<file path="src/rtl/scan_chain_ctrl.sv">
// scan_chain_ctrl
// Drives TEST/HOLD/SCANIN of a serial scan chain.
// - Shifts a parallel stimulus pattern into the chain, MSB first.
// - At the same time, captures the bits coming back on SCANOUT.
// - Can optionally insert functional capture clocks, then unload the
//   captured response with zero fill.
// - The unloaded word is presented on SOUT_DATA, qualified by a one-cycle DONE.
module scan_chain_ctrl #(
    parameter int CHAIN_LEN  = 32,
    parameter int CNT_W      = 6,
    parameter int CAP_CYCLES = 1
) (
    input  logic                 CLK,
    input  logic                 RST,
    input  logic                 START,
    input  logic                 CAPTURE_EN,
    input  logic                 ABORT,
    input  logic [CHAIN_LEN-1:0] SIN_DATA,
    input  logic                 SCANOUT,
    output logic                 TEST,
    output logic                 HOLD,
    output logic                 SCANIN,
    output logic                 BUSY,
    output logic                 DONE,
    output logic [CHAIN_LEN-1:0] SOUT_DATA
);

    typedef enum logic [2:0] {
        ST_IDLE,
        ST_SHIFT,
        ST_CAPTURE,
        ST_UNLOAD,
        ST_FIN
    } state_t;

    // Counter values seen on the final edge of a shift/unload pass and of
    // the capture window.
    localparam logic [CNT_W-1:0] LAST_SHIFT = CNT_W'(CHAIN_LEN - 1);
    localparam logic [CNT_W-1:0] LAST_CAP   = CNT_W'(CAP_CYCLES - 1);

    state_t                 state_reg, state_next;
    logic [CNT_W-1:0]       cnt_reg, cnt_next;
    logic [CHAIN_LEN-1:0]   sreg_reg, sreg_next;
    logic                   cap_reg, cap_next;
    logic [CHAIN_LEN-1:0]   sout_reg, sout_next;
    logic [CHAIN_LEN-1:0]   shifted;
    logic                   test_reg, test_next;
    logic                   hold_reg, hold_next;
    logic                   scanin_reg, scanin_next;
    logic                   busy_reg, busy_next;
    logic                   done_reg, done_next;

    // sreg shifted left by one, with the chain's serial output entering at
    // the LSB.
    // The pattern leaves from the MSB while the old chain contents fill in
    // behind it.
    assign shifted[0] = SCANOUT;
    generate
        for (genvar gi = 1; gi < CHAIN_LEN; gi++) begin : g_shift
            assign shifted[gi] = sreg_reg[gi-1];
        end
    endgenerate

    // Next-state, datapath and registered-output decode.
    always_comb begin
        state_next = state_reg;
        cnt_next   = cnt_reg;
        sreg_next  = sreg_reg;
        cap_next   = cap_reg;
        sout_next  = sout_reg;

        case (state_reg)
            ST_IDLE: begin
                if (START && !ABORT) begin
                    sreg_next  = SIN_DATA;
                    cap_next   = CAPTURE_EN;
                    cnt_next   = '0;
                    state_next = ST_SHIFT;
                end
            end
            ST_SHIFT: begin
                sreg_next = shifted;
                cnt_next  = cnt_reg + 1'b1;
                if (cnt_reg == LAST_SHIFT) begin
                    cnt_next = '0;
                    if (cap_reg) begin
                        state_next = ST_CAPTURE;
                    end else begin
                        sout_next  = shifted;
                        state_next = ST_FIN;
                    end
                end
            end
            ST_CAPTURE: begin
                cnt_next = cnt_reg + 1'b1;
                if (cnt_reg == LAST_CAP) begin
                    cnt_next   = '0;
                    state_next = ST_UNLOAD;
                end
            end
            ST_UNLOAD: begin
                sreg_next = shifted;
                cnt_next  = cnt_reg + 1'b1;
                if (cnt_reg == LAST_SHIFT) begin
                    cnt_next   = '0;
                    sout_next  = shifted;
                    state_next = ST_FIN;
                end
            end
            ST_FIN: begin
                state_next = ST_IDLE;
            end
            default: begin
                state_next = ST_IDLE;
            end
        endcase

        // Abort drops straight back to idle.
        // The previously reported result is kept, and no DONE pulse is issued.
        if (ABORT && (state_reg != ST_IDLE)) begin
            state_next = ST_IDLE;
            cnt_next   = '0;
            sout_next  = sout_reg;
        end

        // The outputs are decoded from the state being entered, so they are
        // stable for the whole following cycle.
        test_next   = 1'b0;
        hold_next   = 1'b1;
        scanin_next = 1'b0;
        busy_next   = 1'b0;
        done_next   = 1'b0;
        case (state_next)
            ST_SHIFT: begin
                test_next   = 1'b1;
                busy_next   = 1'b1;
                scanin_next = sreg_next[CHAIN_LEN-1];
            end
            ST_CAPTURE: begin
                hold_next = 1'b0;
                busy_next = 1'b1;
            end
            ST_UNLOAD: begin
                test_next = 1'b1;
                busy_next = 1'b1;
            end
            ST_FIN: begin
                done_next = 1'b1;
            end
            default: begin
            end
        endcase
    end

    // State, datapath and output registers.
    always_ff @(posedge CLK) begin
        if (RST) begin
            state_reg  <= ST_IDLE;
            cnt_reg    <= '0;
            sreg_reg   <= '0;
            cap_reg    <= 1'b0;
            sout_reg   <= '0;
            test_reg   <= 1'b0;
            hold_reg   <= 1'b1;
            scanin_reg <= 1'b0;
            busy_reg   <= 1'b0;
            done_reg   <= 1'b0;
        end else begin
            state_reg  <= state_next;
            cnt_reg    <= cnt_next;
            sreg_reg   <= sreg_next;
            cap_reg    <= cap_next;
            sout_reg   <= sout_next;
            test_reg   <= test_next;
            hold_reg   <= hold_next;
            scanin_reg <= scanin_next;
            busy_reg   <= busy_next;
            done_reg   <= done_next;
        end
    end

    assign TEST      = test_reg;
    assign HOLD      = hold_reg;
    assign SCANIN    = scanin_reg;
    assign BUSY      = busy_reg;
    assign DONE      = done_reg;
    assign SOUT_DATA = sout_reg;

endmodule
</file>
<file path="config.mk">
export PLATFORM = sky130hd
export DESIGN_NAME = scan_chain_ctrl
export DESIGN_NICKNAME = d
export VERILOG_FILES = /design/src/rtl/scan_chain_ctrl.sv
export SDC_FILE = /design/constraint.sdc
export NUM_CORES = 1
export LEC_CHECK = 0
export ABC_AREA = 1
export CAP_MARGIN = 20
export CORE_MARGIN = 2
export CORE_UTILIZATION = 45
export DETAILED_ROUTE_END_ITERATION = 8
export PLACE_DENSITY = 0.81
export SYNTH_ARGS = -nofsm -noshare
export SYNTH_HDL_FRONTEND = slang
export SYNTH_SLANG_ARGS = --single-unit
</file>
<file path="constraint.sdc">
create_clock -name CLK -period 4.7 [get_ports CLK]
set_clock_uncertainty 0.15 [all_clocks]
set_input_delay 0.47 -clock CLK [delete_from_list [all_inputs] [get_ports CLK]]
set_output_delay 0.47 -clock CLK [all_outputs]
set_load 0.005 [all_outputs]
</file>
==> results.yml, run 1 <==
finish:
  multiInputGateArea_sq_um: 1410
  drive_gt1_share_pct: 10.4
  antenna_cells: 0
  fill_cells: 611
  final-seq-area_sq_um: 1580
  final_nets: 515
  finish.utilization_pct: 61.4
  syn2layout_area_growth_pct: 31.2
worst_setup_path:
  cp_slowest_cell: "clkinv_2"
  crit_path_start_kind: "flip-flop"
  cp.arrival_ns: 2.71
  critPathMaxStageDelay_ns: 0.57
  crit_family: "buffers and inverters"
  cp-startpoint: "state_reg[2]$_SDFF_PP0_"
  critPathMaxFanout: 36
  cp_num_buf_inv: 3
  crit_required_ns: 4.83
  critPathMostFrequentCell: "inv_2"
  worstPathCellList: "inv_2 -> nand2_2 -> inv_2 -> nand4_4 -> clkinv_2 -> nand2_1 -> a21oi_1"
  criticalPathCategory: "reg2reg"
  crit_path_end_kind: "flip-flop"
  rr_startpoint: "state_reg[2]$_SDFF_PP0_"
cts:
  clkSinkCount: 79
  clockBufferDepth: 2
  cts-resized-gates: 0
  clkLatencyLatePin_ns: 0.35
  cts_tree: "done"
  cts_root_buffer: "clkbuf_8"
  numCtsBuffers: 9
  htreeDepth: 3
  clk_pin_slew_ns: 0.08
  cts_setup_buffers: 0
  hold_buffers: 0
synth:
  synthFlopType: "dfxtp_1"
  ys_seq_elements: 79
  seq_area_frac_synth_pct: 49.5
  syn_nets: 450
  syn_inst: 410
  synth_area_per_cell_sq_um: 7.79
  yosys_warnings: 0
  synth.cell_area_sq_um: 3190
  async_flop_share_pct: 0
  synth_edf_count: 0
  yosysUniqueCellTypes: 25
sta:
  fin_crit_sh_pct: 55.0
  slew_headroom_pct: 50.1
  max_slew.worst_pin.slew_ns: 0.747
  rsz0062_at_grt: "false"
  hold_viol_final: 0
  finalSetupTns_ns: 0
  fin_crit_ns: 2.58
  setup_viol: 0
  slew_viol_final: 0
  max_freq_mhz: 387
drt:
  vias: 2940
  ant_nets: 0
  dr.first_iter.drc_count: 202
  drt_pass1_iterations: 5
  finalWirelength_um: 7420
  drcViolationCount: 0
  drt-wirelength-per-cell_um: 12.9
  routed_via_density: 5.10
floorplanning:
  die-height_um: 88.3
  dieArea_sq_um: 7790
  io_pins: 75
  rows: 30
  fp.dieW_um: 88.3
  core-area_sq_um: 6830
  start_util_pct: 46.8
global_route:
  grt_max_degree: 68
  gr-total-overflow: 0
  antenna_found_initial: 0
  grt_pass1_wl_um: 12200
  gr-usage-all-layers_pct: 20.1
  grt_pass1_vias: 2671
power_and_ir_drop:
  pwr-share-clk_pct: 41.2
  p_sw_share_pct: 23.4
  peakVddDrop_mv: 0.198
  p_leak_nw: 1.48
  seqPwrFrac_pct: 50.3
  pwr-share-comb_pct: 8.5
  power.switching_mw: 0.327
  power_density_nw_per_um2: 334
  internal-power_mw: 1.07
placed_design:
  hpwl_um: 5030
  port_buffers: 74
  routabilityCongestion: 0.811
run_status:
  status: "finished, final reports clean"
flow_run:
  drv_cap: 0
min_path:
  hold_start: "SOUT_DATA[5]$_SDFFE_PP0P_"
  hp-class: "reg2reg"
==> cell usage after synthesis (all sizes together) (2+ instances only) <==
cell	count	area share, %
a21oi	58	10
a22oi	20	4.7
a31oi	11	2.2
buf	14	2.6
clkbuf	8	0.94
dfxtp	79	50
ha	2	0.78
inv	23	2.7
nand2	149	19
nand3	15	2.5
nor2	20	3.0
o21ai	7	1.1
==> per-layer routing <==
metal	part of all wire, %	vias up	GRT usage (%)
met5	0	-	0
met3	5.4	13	3.73
li1	-	1470	-
met4	2.1	0	8.82
met2	48	100	32.9
met1	44	1357	26.0
==> power groups by stage <==
stage | sequential (mW) | clock [mW] | combinational [mW]
floorplan | 0.715 | 0 | 0.0675
global route | 0.706 | 0.616 | 0.131
CTS | 0.704 | 0.586 | 0.115
global placement | 0.719 | 0 | 0.113
detailed placement | 0.719 | 0 | 0.115
finish | 0.704 | 0.577 | 0.118
==> final cells by class <==
cell class | count | share of cell area, %
tap | 96 | 2.87
inverter | 24 | 2.18
sequential | 79 | 37.7
clock buffer | 12 | 3.70
timing repair buffer | 76 | 18.1
multi-input combinational | 285 | 33.6
clock inverter | 4 | 1.82
==> final timing paths <==
| check | cells past startpoint | slack [ns] | to |
|---|---|---|---|
| max | 7 | 2.12 | SOUT_DATA[2]$_SDFFE_PP0P_ |
| min | 2 | 0.32 | SOUT_DATA[5]$_SDFFE_PP0P_ |
| max reg2reg | 7 | 2.12 | SOUT_DATA[2]$_SDFFE_PP0P_ |
| min reg2reg | 2 | 0.32 | SOUT_DATA[5]$_SDFFE_PP0P_ |
==> logic make-up after synthesis <==
group / count (synthesis) / synth area share (%)
AO/OA/AOI/OAI: 96 / 18.2
AND/OR/NAND/NOR: 186 / 24.8
XOR/XNOR: 1 / 0.274
flip-flops: 79 / 49.5
buffers and inverters: 46 / 6.38
adder cells (fa/ha/maj): 2 / 0.783
==> placed cells by master, fill, tap and decap left out, types with 2 or more instances in the layout <==
master,n
nand2_1,136
dfxtp_1,79
clkdlybuf4s50_1,73
a21oi_1,48
inv_1,21
a22oi_1,20
nor2_1,16
nand3_1,14
nand2_2,13
a31oi_1,11
clkbuf_8,11
a21oi_2,10
o21ai_0,7
nor2_4,2
inv_2,2
nor2_2,2
ha_1,2
bufinv_16,2
==> stage by stage <==
stage / hold slack [ns] / instance area [sq um] / total power, mW / cells / setup slack, ns
4_1_cts: 0.318 / 4180 / 1.41 / 575 / 2.05
5_1_grt: 0.338 / 4190 / 1.45 / 576 / 1.79
3_5_place_dp: 0.305 / 3950 / 0.834 / 559 / 1.85
2_1_floorplan: 0.302 / 3190 / 0.783 / 410 / 3.19
6_report: 0.318 / 4190 / 1.40 / 576 / 2.12
3_3_place_gp: 0.305 / 3950 / 0.832 / 559 / 1.92
==> worst reg2reg max path, cell delays in order, from the launching register on <==
cell,delay (ns)
dfxtp_1,0.37
inv_2,0.08
nand2_2,0.08
inv_2,0.48
nand4_4,0.51
clkinv_2,0.59
nand2_1,0.12
a21oi_1,0.15
Note: power is estimated with default switching activity, not from simulation.
==> run 2: changes to the inputs <==
- PLACE_DENSITY: 0.81 -> 0.84
- clock period: 4.7 -> 2.1 ns (I/O delays scaled with it)
==> run 2 against run 1 <==
Net effect: via count increased by 0.20%; cell count is 1.0% higher; hold slack got worse by 0.22 ns; total power increased by 120%; register-to-register slack lost 1.9 ns; non-clock buffer count up 7; critical path depth is 1 higher; clock-buffer cell count down 1; clock power increased by 110%; final area grew 1.2%; first-iteration DRC count down 17%; routed wire length up 2.9%; critical path type unchanged; largest cell class unchanged.
==> results.yml, run 2 (synthesis results as in run 1) <==
run_status:
  status: "finished, final reports clean"
placed_design:
  port_buffers: 74
  hpwl_um: 5300
  routabilityCongestion: 0.937
floorplanning:
  dieArea_sq_um: 7790
  core-area_sq_um: 6830
  die-height_um: 88.3
  fp.dieW_um: 88.3
  rows: 30
  io_pins: 75
  start_util_pct: 46.8
worst_setup_path:
  crit_path_start_kind: "flip-flop"
  worstPathCellList: "ha_1 -> nand3_2 -> nor2_4 -> nand4_4 -> clkinv_2 -> buf_12 -> nand2_1 -> a21oi_1"
  cp_slowest_cell: "dfxtp_1"
  crit_path_end_kind: "flip-flop"
  cp-startpoint: "cnt_reg[0]$_SDFFE_PP0P_"
  crit_required_ns: 2.21
  cp.arrival_ns: 2.00
  critPathMaxStageDelay_ns: 0.39
  ff2ff_setup_slack_ns: 0.21
  rr_endpoint: "SOUT_DATA[14]$_SDFFE_PP0P_"
  criticalPathCategory: "reg2reg"
  reg2regPathDepth: 8
  endpoint: "SOUT_DATA[14]$_SDFFE_PP0P_"
  rr_startpoint: "cnt_reg[0]$_SDFFE_PP0P_"
  critPathMaxFanout: 23
cts:
  cts_tree: "done"
  htreeDepth: 3
  clkSinkCount: 79
  numCtsBuffers: 9
  cts_root_buffer: "clkbuf_8"
  clockBufferDepth: 2
  cts-resized-gates: 0
  cts_setup_buffers: 0
  clkLatencyLatePin_ns: 0.34
  clk_pin_slew_ns: 0.07
  hold_buffers: 0
global_route:
  antenna_found_initial: 0
  use_met3_pct: 3.82
  grt_max_degree: 38
  grt_use_met1_pct: 27.2
  busiest_layer: "met2"
  use_met2_pct: 33.3
  gr-usage-all-layers_pct: 20.7
  gr-total-overflow: 0
  grt_pass1_vias: 2739
  grt_pass1_wl_um: 12600
power_and_ir_drop:
  p_leak_nw: 1.52
  peakVddDrop_mv: 0.349
  power_density_nw_per_um2: 720
sta:
  slew_headroom_pct: 68.5
  finalSetupTns_ns: 0
  setup_viol: 0
  max_freq_mhz: 528
  slew_viol_final: 0
  fin_crit_ns: 1.89
  hold_viol_final: 0
  max_slew.worst_pin.slew_ns: 0.473
  rsz0062_at_grt: "false"
  fin_crit_sh_pct: 90.1
  whs_ns: 0.103
finish:
  antenna_cells: 0
  drive_gt1_share_pct: 11.5
  fill_cells: 587
  layout_commonest_cell: "nand2_1"
  final_cell_mix: "nand2_1, dfxtp_1, clkdlybuf4s50_1"
  final_nets: 522
  syn2layout_area_growth_pct: 32.8
drt:
  finalWirelength_um: 7640
  vias: 2946
  drcViolationCount: 0
  drt-wirelength-per-cell_um: 13.1
  dr.first_iter.drc_count: 168
  ant_nets: 0
  drt_pass1_iterations: 5
  routed_via_density: 5.06
flow_run:
  drv_cap: 0
min_path:
  hp-class: "in2reg"
## run 2: metrics by stage
| step | setup WS (ns) | util [%] | total power, mW | instance area [sq um] | instances |
|---|---|---|---|---|---|
| floorplan | 0.593 | - | 1.75 | 3190 | 410 |
| global placement | 0.244 | 59.0 | 1.88 | 4030 | 567 |
| detailed placement | 0.205 | 59.0 | 1.88 | 4030 | 567 |
| CTS | 0.214 | 62.1 | 3.07 | 4240 | 582 |
| global route | 0.0476 | 62.1 | 3.17 | 4240 | 582 |
| finish | 0.208 | 62.1 | 3.06 | 4240 | 582 |
## run 2: metal layers
layer	share of wire, %	routed length [um]
met5	0	0
met4	2.0	155
met3	6.0	459
met2	48	3680
met1	44	3340
## run 2: how the worst min path moves through the flow
stage / slack (ns) / from / cells past startpoint / endpoint
3_3_place_gp: 0.31 / SOUT_DATA[16]$_SDFFE_PP0P_ / 2 / SOUT_DATA[16]$_SDFFE_PP0P_
5_1_grt: 0.14 / RST / 4 / cnt_reg[1]$_SDFFE_PP0P_
6_report: 0.10 / RST / 4 / cnt_reg[3]$_SDFFE_PP0P_
3_5_place_dp: 0.31 / SOUT_DATA[18]$_SDFFE_PP0P_ / 2 / SOUT_DATA[18]$_SDFFE_PP0P_
2_1_floorplan: 0.19 / CAPTURE_EN / 2 / cap_reg$_SDFFE_PP0P_
4_1_cts: 0.08 / RST / 4 / cnt_reg[3]$_SDFFE_PP0P_
## run 2: power breakdown
group / switching (mW) / leakage (nW) / internal, mW / total, mW
clock network: 0.511 / 0.109 / 0.692 / 1.20
registers: 0.0337 / 0.641 / 1.54 / 1.57
logic: 0.150 / 0.768 / 0.129 / 0.279
total: 0.694 / 1.52 / 2.36 / 3.06
## run 2: critical path: cells and delay by family, from the launching register on
family                   cells  cell delay [ns]
AND/OR/NAND/NOR              4             0.52
flip-flops                   1             0.39
buffers and inverters        2             0.38
adder cells (fa/ha/maj)      1             0.23
AO/OA/AOI/OAI                1             0.14
## run 2: final cells by class
cell class	instances	area [sq um]	area share (%)
inverters	24	91.3	2.15
multi-input cells	285	1410	33.2
clock inverters	4	70.1	1.65
clock buffers	11	141	3.33
repair buffers	83	828	19.5
well taps	96	120	2.83
flip-flops and latches	79	1580	37.3
==> run 3: changes to the inputs <==
- GPL_TIMING_DRIVEN: default -> 0
==> run 3 against run 2 <==
Net effect: via count is 2.3% higher; routed wire length is 3.8% higher; worst setup slack better by 0.17 ns; flip-flop and latch count stayed put; clock power is 16% lower; hold slack better by 0.18 ns; critical path depth stayed put; combinational power hardly changed; total power is 6.0% lower; maximum frequency is 10% higher; first-iteration DRC count is 9.5% higher; die area stayed put; critical path type unchanged; critical endpoint is now SOUT_DATA[0]$_SDFFE_PP0P_; largest power group unchanged.
==> results.yml, run 3 (synthesis results as in run 1) <==
drt:
  drcViolationCount: 0
  dr.first_iter.drc_count: 184
  routed_via_density: 5.07
  vias: 3014
  ant_nets: 0
  drt-wirelength-per-cell_um: 13.3
  finalWirelength_um: 7930
  drt_pass1_iterations: 5
finish:
  final_cell_mix: "nand2_1, dfxtp_1, clkdlybuf4s50_1"
  stdcell_area_sq_um: 4230
  multiInputGateArea_sq_um: 1410
  syn2layout_area_growth_pct: 32.3
  drive_gt1_share_pct: 11.8
  layout_commonest_cell: "nand2_1"
  fill_cells: 617
  final-seq-area_sq_um: 1580
  final_cells: 595
  final_nets: 535
  antenna_cells: 0
power_and_ir_drop:
  power_density_nw_per_um2: 679
  pwr-share-comb_pct: 9.8
  internal-power_mw: 2.12
  power.switching_mw: 0.751
  pwr-share-clk_pct: 35.3
  peakVddDrop_mv: 0.372
  p_leak_nw: 1.50
  p_sw_share_pct: 26.2
  seqPwrFrac_pct: 54.9
sta:
  fin_crit_ns: 1.72
  finalSetupTns_ns: 0
  hold_viol_final: 0
  fin_crit_sh_pct: 81.9
  max_freq_mhz: 581
  setup_viol: 0
  rsz0062_at_grt: "false"
  max_slew.worst_pin.slew_ns: 0.650
  final.setup.worst_slack_ns: 0.379
  slew_viol_final: 0
  whs_ns: 0.287
  slew_headroom_pct: 56.7
global_route:
  gr-usage-all-layers_pct: 21.7
  grt_max_degree: 14
  antenna_found_initial: 0
  grt_pass1_wl_um: 13000
  gr-total-overflow: 0
  grt_pass1_vias: 2948
cts:
  clockBufferDepth: 2
  clkLatencyLatePin_ns: 0.35
  hold_buffers: 0
  cts_setup_buffers: 0
  cts_root_buffer: "clkbuf_8"
  cts_tree: "done"
  clkSinkCount: 79
  clk_pin_slew_ns: 0.08
  numCtsBuffers: 9
  cts-resized-gates: 0
  htreeDepth: 3
floorplanning:
  io_pins: 75
  die-height_um: 88.3
  core-area_sq_um: 6830
  dieArea_sq_um: 7790
  fp.dieW_um: 88.3
  start_util_pct: 46.8
  rows: 30
worst_setup_path:
  cp.arrival_ns: 1.85
  crit_path_end_kind: "flip-flop"
  crit_path_start_kind: "flip-flop"
  critPathMaxFanout: 10
  criticalPathCategory: "reg2reg"
  crit_required_ns: 2.23
placed_design:
  port_buffers: 74
  routabilityCongestion: 0.832
  placed_cells: 580
  hpwl_um: 5720
  dp_slack_ns: 0.0600
  dpl_cell_area_sq_um: 4060
flow_run:
  drv_cap: 0
run_status:
  status: "finished, final reports clean"
min_path:
  hp-class: "in2reg"
## run 3: cell types whose count changed in the layout (fill, tap and decap cells not counted)
cell and delta:
buf_1 +2, buf_12 -2, buf_4 -6, buf_6 +2, bufinv_16 -2, clkbuf_1 +7
inv_6 +1, clkdlybuf4s50_1 +1, clkinvlp_4 +2, buf_2 +8
## run 3: path summary, 6_finish.rpt
path	slack, ns	cells past startpoint	to	from
setup / recovery	0.38	8	SOUT_DATA[0]$_SDFFE_PP0P_	cnt_reg[0]$_SDFFE_PP0P_
hold reg to reg	0.32	2	SOUT_DATA[30]$_SDFFE_PP0P_	SOUT_DATA[30]$_SDFFE_PP0P_
hold / removal	0.29	3	sreg_reg[17]$_SDFFE_PP0P_	SIN_DATA[17]
setup reg to reg	0.38	8	SOUT_DATA[0]$_SDFFE_PP0P_	cnt_reg[0]$_SDFFE_PP0P_
## run 3: power by group through the flow
stage	Sequential (mW)	Combinational, mW	Clock, mW
5_1_grt	1.58	0.310	1.07
3_5_place_dp	1.61	0.278	0
4_1_cts	1.58	0.280	1.02
2_1_floorplan	1.60	0.151	0
3_3_place_gp	1.61	0.271	0
6_report	1.58	0.281	1.01
## run 3: final cells by class
cell class	instances	area share, %
clock inverter	5	0.799
buffer	22	2.66
tap	96	2.84
sequential	79	37.4
clock buffer	10	3.26
multi-input combinational	285	33.3
inverter	24	2.16
timing repair buffer	74	17.5
## run 3: per-stage QoR
step / utilization, % / power [mW]
5_1_grt: 61.9 / 2.96
3_3_place_gp: 59.4 / 1.88
2_1_floorplan: - / 1.75
3_5_place_dp: 59.4 / 1.89
6_report: 61.9 / 2.87
4_1_cts: 61.9 / 2.88
## run 3: metal layers
metal	wire length, um	part of all wire [%]	global-route usage (%)
met1	3510	44	26.6
met2	3850	49	36.8
met3	382	4.8	3.64
met4	187	2.4	11.3
met5	0	0	0
## run 3: worst max-delay path, stage by stage, from the launching register on
cell and delay (ns):
dfxtp_1 0.38, ha_1 0.22, nand3_2 0.13, nor2_4 0.16, nand4_4 0.14, clkinv_2 0.12
buf_4 0.18, nand2_1 0.06, a21oi_1 0.12
